==> config.mk <==
export PLATFORM = sky130hd
export DESIGN_NAME = uart_byte_receiver_flat
export DESIGN_NICKNAME = d
export VERILOG_FILES = /design/src/rtl/uart_pkg.sv /design/src/rtl/uart_byte_receiver_if.sv /design/src/rtl/sync_2ff.sv /design/src/rtl/uart_byte_receiver.sv /design/src/flat_wrapper.sv
export SDC_FILE = /design/constraint.sdc
export NUM_CORES = 1
export LEC_CHECK = 0
export ABC_AREA = 0
export CORE_ASPECT_RATIO = 1.2
export CORE_UTILIZATION = 35
export CTS_BUF_LIST = sky130_fd_sc_hd__clkbuf_16
export DETAILED_ROUTE_END_ITERATION = 6
export GPL_TIMING_DRIVEN = 0
export PLACE_DENSITY = 0.58
export SKIP_LAST_GASP = 1
export SYNTH_ARGS = -nofsm -noshare
export SYNTH_HDL_FRONTEND = slang
export SYNTH_SLANG_ARGS = --single-unit
==> constraint.sdc <==
create_clock -name CLK -period 3.1 [get_ports CLK]
set_clock_uncertainty 0.1 [all_clocks]
set_input_delay 0.465 -clock CLK [delete_from_list [all_inputs] [get_ports CLK]]
set_output_delay 0.465 -clock CLK [all_outputs]
set_load 0.03 [all_outputs]
==> src/rtl/uart_pkg.sv <==
// Shared types and constants for the UART byte receiver.
// Bit timing default assumes a 100 MHz clock at 115200 baud.
package uart_pkg;

  localparam int UART_CLK_PER_BIT = 868;
  localparam int UART_DATA_BITS = 8;

  typedef enum logic [1:0] {
    IDLE,
    START,
    DATA,
    STOP
  } rx_state_t;

endpackage

==> src/rtl/uart_byte_receiver_if.sv <==
// Serial line in, framed bytes and status strobes out.
// The slave side is the receiver; the master side is the line/host.
interface uart_byte_receiver_if;

  logic       rxd;
  logic [7:0] rdata;
  logic       rdata_ready;
  logic       ferr;
  logic       busy;

  modport slave (
    input  rxd,
    output rdata,
    output rdata_ready,
    output ferr,
    output busy
  );

  modport master (
    output rxd,
    input  rdata,
    input  rdata_ready,
    input  ferr,
    input  busy
  );

endinterface

==> src/rtl/sync_2ff.sv <==
// Two-flop synchronizer for an asynchronous single-bit input.
// The reset value sets what downstream sees before real data arrives.
module sync_2ff #(
  parameter bit RST_VAL = 1'b1
) (
  input  logic clk,
  input  logic reset,
  input  logic d,
  output logic q
);

  logic meta;

  always_ff @(posedge clk) begin
    if (reset) begin
      meta <= RST_VAL;
      q    <= RST_VAL;
    end else begin
      meta <= d;
      q    <= meta;
    end
  end

endmodule

==> src/rtl/uart_byte_receiver.sv <==
// 8N1 UART receiver: mid-bit sampling, LSB first, one-cycle strobes.
// Returns to IDLE at mid stop bit so back-to-back frames are caught.
module uart_byte_receiver
  import uart_pkg::*;
#(
  parameter int CLK_PER_BIT = UART_CLK_PER_BIT
) (
  input  logic CLK,
  input  logic reset,
  uart_byte_receiver_if.slave rx
);

  localparam int CW = $clog2(CLK_PER_BIT) + 1;
  localparam int BW = $clog2(UART_DATA_BITS);
  localparam logic [CW-1:0] HALF_LAST =
    CW'(CLK_PER_BIT / 2 - 1);
  localparam logic [CW-1:0] FULL_LAST =
    CW'(CLK_PER_BIT - 1);
  localparam logic [BW-1:0] LAST_BIT =
    BW'(UART_DATA_BITS - 1);

  rx_state_t state;
  rx_state_t state_n;

  logic                      rx_s;
  logic                      tick;
  logic [CW-1:0]             cyc;
  logic [BW-1:0]             bit_idx;
  logic [UART_DATA_BITS-1:0] shift;
  logic [UART_DATA_BITS-1:0] rdata_q;
  logic                      ready_q;
  logic                      ferr_q;
  logic                      armed;
  logic [1:0]                warm;
  logic                      stop_tick;

  sync_2ff #(
    .RST_VAL(1'b1)
  ) u_sync (
    .clk  (CLK),
    .reset(reset),
    .d    (rx.rxd),
    .q    (rx_s)
  );

  always_ff @(posedge CLK) begin
    if (reset) begin
      state <= IDLE;
    end else begin
      state <= state_n;
    end
  end

  always_comb begin
    state_n = state;
    tick    = 1'b0;
    unique case (state)
      IDLE: begin
        if (armed && !rx_s) begin
          state_n = START;
        end
      end
      START: begin
        if (cyc == HALF_LAST) begin
          tick    = 1'b1;
          state_n = rx_s ? IDLE : DATA;
        end
      end
      DATA: begin
        if (cyc == FULL_LAST) begin
          tick = 1'b1;
          if (bit_idx == LAST_BIT) begin
            state_n = STOP;
          end
        end
      end
      STOP: begin
        if (cyc == FULL_LAST) begin
          tick    = 1'b1;
          state_n = IDLE;
        end
      end
      default: state_n = IDLE;
    endcase
  end

  assign stop_tick = (state == STOP) && tick;

  always_ff @(posedge CLK) begin
    if (reset) begin
      cyc     <= '0;
      bit_idx <= '0;
      shift   <= '0;
      rdata_q <= '0;
      ready_q <= 1'b0;
      ferr_q  <= 1'b0;
      armed   <= 1'b0;
      warm    <= '0;
    end else begin
      // Every sample point ends a bit period, so the count restarts there.
      if (tick || state == IDLE) begin
        cyc <= '0;
      end else begin
        cyc <= cyc + CW'(1);
      end
      if (state == START) begin
        bit_idx <= '0;
      end else if (state == DATA && tick) begin
        bit_idx <= bit_idx + BW'(1);
      end
      if (state == DATA && tick) begin
        shift <= {rx_s, shift[UART_DATA_BITS-1:1]};
      end
      if (stop_tick && rx_s) begin
        rdata_q <= shift;
      end
      ready_q <= stop_tick && rx_s;
      ferr_q  <= stop_tick && !rx_s;
      // Synchronizer reset ones must not arm us; wait until real data.
      warm <= {warm[0], 1'b1};
      if (warm[1] && rx_s) begin
        armed <= 1'b1;
      end
    end
  end

  assign rx.rdata       = rdata_q;
  assign rx.rdata_ready = ready_q;
  assign rx.ferr        = ferr_q;
  assign rx.busy        = (state != IDLE);

endmodule

==> src/flat_wrapper.sv <==
// flat-port wrapper written by rule: the top's interface ports become plain ports
module uart_byte_receiver_flat import uart_pkg::*;
#(
  parameter int CLK_PER_BIT = UART_CLK_PER_BIT
)
  (CLK, reset, rx_rxd, rx_rdata, rx_rdata_ready, rx_ferr, rx_busy);
  uart_byte_receiver_if rx_i ();
  input  logic CLK;
  input  logic reset;
  input wire logic [$bits(rx_i.rxd)-1:0] rx_rxd;
  output wire logic [$bits(rx_i.rdata)-1:0] rx_rdata;
  output wire logic [$bits(rx_i.rdata_ready)-1:0] rx_rdata_ready;
  output wire logic [$bits(rx_i.ferr)-1:0] rx_ferr;
  output wire logic [$bits(rx_i.busy)-1:0] rx_busy;
  assign rx_i.rxd = rx_rxd;
  assign rx_rdata = rx_i.rdata;
  assign rx_rdata_ready = rx_i.rdata_ready;
  assign rx_ferr = rx_i.ferr;
  assign rx_busy = rx_i.busy;
  uart_byte_receiver #(.CLK_PER_BIT(CLK_PER_BIT)) u_core (.CLK(CLK), .reset(reset), .rx(rx_i));
endmodule
==> results.py <==
metrics = {
    "job": {
        "cap_viol_max_count": 0,
    },
    "yosys": {
        "ys_types": 33,
        "synthArstFlopShare_pct": 0,
        "ys_warn_count": 0,
        "ys_top_cells_by_area": "dfxtp_1 (50%), mux2i_1 (12%), nor2_1 (8.0%), xor2_1 (4.5%), ha_1 (3.2%)",
        "synth_cells": 154,
        "synth_area_um2": 1550,
        "synth_top_area_share_pct": 50.3,
        "seq_area_frac_synth_pct": 50.3,
        "yosys_most_used_dff": "dfxtp_1",
        "synth_top_cell_by_area": "dfxtp_1",
        "syn_avg_cell_area_um2": 10.1,
        "synth_seq_cells": 39,
        "synthesis.nets": 161,
        "synth_edf_count": 0,
    },
    "worst_setup_path": {
        "crit_path_cell_trace": "or2_2 -> clkdlybuf4s50_1",
        "crit_required_ns": 2.53,
        "endpoint_kind": "output port",
        "cp.depth": 2,
        "critPathBufInv": 1,
        "arrival_ns": 1.55,
        "start_kind": "flop",
        "reg2reg_depth": 5,
        "slowest_stage": "clkdlybuf4s50_1",
        "cp_max_fo": 8,
        "slowest_delay_ns": 0.59,
        "critical-path-top-delay-family": "buffers and inverters",
        "crit_type": "flop to output port",
    },
    "power": {
        "power.density_nw_per_um2": 604,
        "p_leak_nw": 0.675,
        "peakVddDrop_uv": 209,
        "p_total_w": 0.00117,
    },
    "floorplanning": {
        "row_count": 26,
        "die_x_um": 62.8,
        "coreArea_um2": 4260,
        "initial_core_util_pct": 36.4,
        "die_h_um": 74.9,
        "io_pins": 14,
        "floorplan.die_area_um2": 4700,
    },
    "clock_tree": {
        "clock_path_buffers": 2,
        "cts.sink_count": 39,
        "path_clk_slew_ns": 0.06,
        "clk_latency_ns": 0.28,
        "cts_max_level": 2,
        "post_cts_buffers": 0,
        "cts_tree": "built",
        "cts-buffers-inserted": 5,
        "holdBufCountCts": 0,
        "cts_resized": 0,
        "clock-root-buffer": "clkbuf_16",
    },
    "sta": {
        "post-route-period-util_pct": 68.1,
        "fin_ws_ns": 0.990,
        "tightest_slew_ns": 0.723,
        "setup_violations": 0,
        "finalCriticalPeriod_ns": 2.11,
        "hold_viol_final": 0,
        "whs_ns": 0.305,
        "rsz0062_at_grt": "false",
        "maxSlewViolCount": 0,
        "clock.fmax_ghz": 0.474,
        "slew_headroom_pct": 51.4,
        "setup_tns_ns": 0,
    },
    "drt": {
        "routed-via-count": 1099,
        "wl_um": 2750,
        "first_pass_iters": 3,
        "wl_per_cell_um": 11.9,
        "drt-initial-drc-count": 26,
        "drc_errors": 0,
        "drtAntennaViolNets": 0,
        "vias_per_cell": 4.78,
    },
    "layout": {
        "final_util_pct": 45.3,
        "final_cell_mix": "dfxtp_1 (39), nor2_1 (33), mux2i_1 (18)",
        "drive_gt1_share_pct": 8.62,
        "layout_commonest_cell": "dfxtp_1",
        "area_delta_synth_final_pct": 24.4,
        "nNetsFinal": 180,
        "antenna_cells": 0,
    },
    "global_routing": {
        "grt_pass1_wl_um": 4920,
        "track_usage_pct": 13.6,
        "grt_start_max_net_pins": 13,
        "antenna_found_initial": 0,
        "first_global_vias": 1084,
        "overflow": 0,
    },
    "place": {
        "io_buffers": 12,
        "dpl.hpwl_um": 1970,
        "place_ws_ns": 1.05,
        "place.gp.congestion": 0.833,
    },
    "run_status": {
        "run_status": "completed",
    },
    "min_path": {
        "hold_depth": 1,
        "hp-class": "flop to flop",
    },
}
-- sequential cells by signal, summed over array words and instances, names as in the netlist, named ones only --
| register | flops |
|---|---|
| u_core.cyc | 11 |
| u_core.rx.rdata | 8 |
| u_core.shift | 8 |
| u_core.bit_idx | 3 |
| u_core.warm | 2 |
| u_core.armed | 1 |
| u_core.rx.ferr | 1 |
| u_core.rx.rdata_ready | 1 |
| u_core.state | 1 |
| u_core.u_sync.meta | 1 |
| u_core.u_sync.q | 1 |
-- layout make-up --
class,instances,area [um2]
tap,56,70.1
timing repair buffer,12,120
clock inverter,3,63.8
buffer,5,22.5
inverter,2,7.51
fill,409,2330
sequential,39,781
multi-input combinational,108,741
clock buffer,5,125
-- routing by layer --
metal / GRT usage (%) / up-vias / share of wire (%)
met4: 6.20 / 0 / 1.9
met1: 15.4 / 515 / 45
met5: 0 / - / 0
met2: 23.9 / 13 / 50
met3: 4.09 / 7 / 2.7
li1: - / 564 / -
-- power by group --
| part | leakage, nW | switching (W) | total (W) | internal (W) |
|---|---|---|---|---|
| combinational | 0.265 | 0.00000913 | 0.0000146 | 0.00000546 |
| sequential | 0.315 | 0.00000224 | 0.000508 | 0.000505 |
| clock | 0.0952 | 0.000187 | 0.000645 | 0.000458 |
| total | 0.675 | 0.000199 | 0.00117 | 0.000968 |
-- cell usage after synthesis, types with 2 or more instances --
master and instances:
dfxtp_1 39, nor2_1 33, mux2i_1 18, xor2_1 8, nand3_1 6, a21oi_1 4, clkbuf_1 4, ha_1 4
nand2_1 4, or2_2 3, xnor2_1 3, and3_1 2, and4_1 2, inv_1 2, nand2b_1 2, nand4_1 2
nor2b_1 2
-- path summary, 6_finish.rpt --
check	endpoint	start	slack, ns
setup / recovery	rx_busy	flop	0.99
hold / removal	u_core.u_sync.q$_SDFF_PP1_	u_core.u_sync.meta$_SDFF_PP1_	0.31
hold reg to reg	u_core.u_sync.q$_SDFF_PP1_	u_core.u_sync.meta$_SDFF_PP1_	0.31
setup reg to reg	u_core.rx.rdata[1]$_SDFFE_PP0P_	u_core.cyc[0]$_SDFF_PP0_	1.06
-- stage by stage --
step	area, um2	instances
floorplan	1550	154
global placement	1740	222
detailed placement	1740	222
CTS	1930	230
global route	1930	230
finish	1930	230
-- cells by family after synthesis --
| group | synth area share, % |
|---|---|
| adders and majority gates | 3.23 |
| buffers and inverters | 1.94 |
| DFF | 50.3 |
| xor gates and xnor gates | 6.21 |
| muxes | 11.6 |
| AOI/OAI and AO/OA | 3.15 |
| and+or+nand+nor | 23.5 |
(Power assumes the default switching activity.)
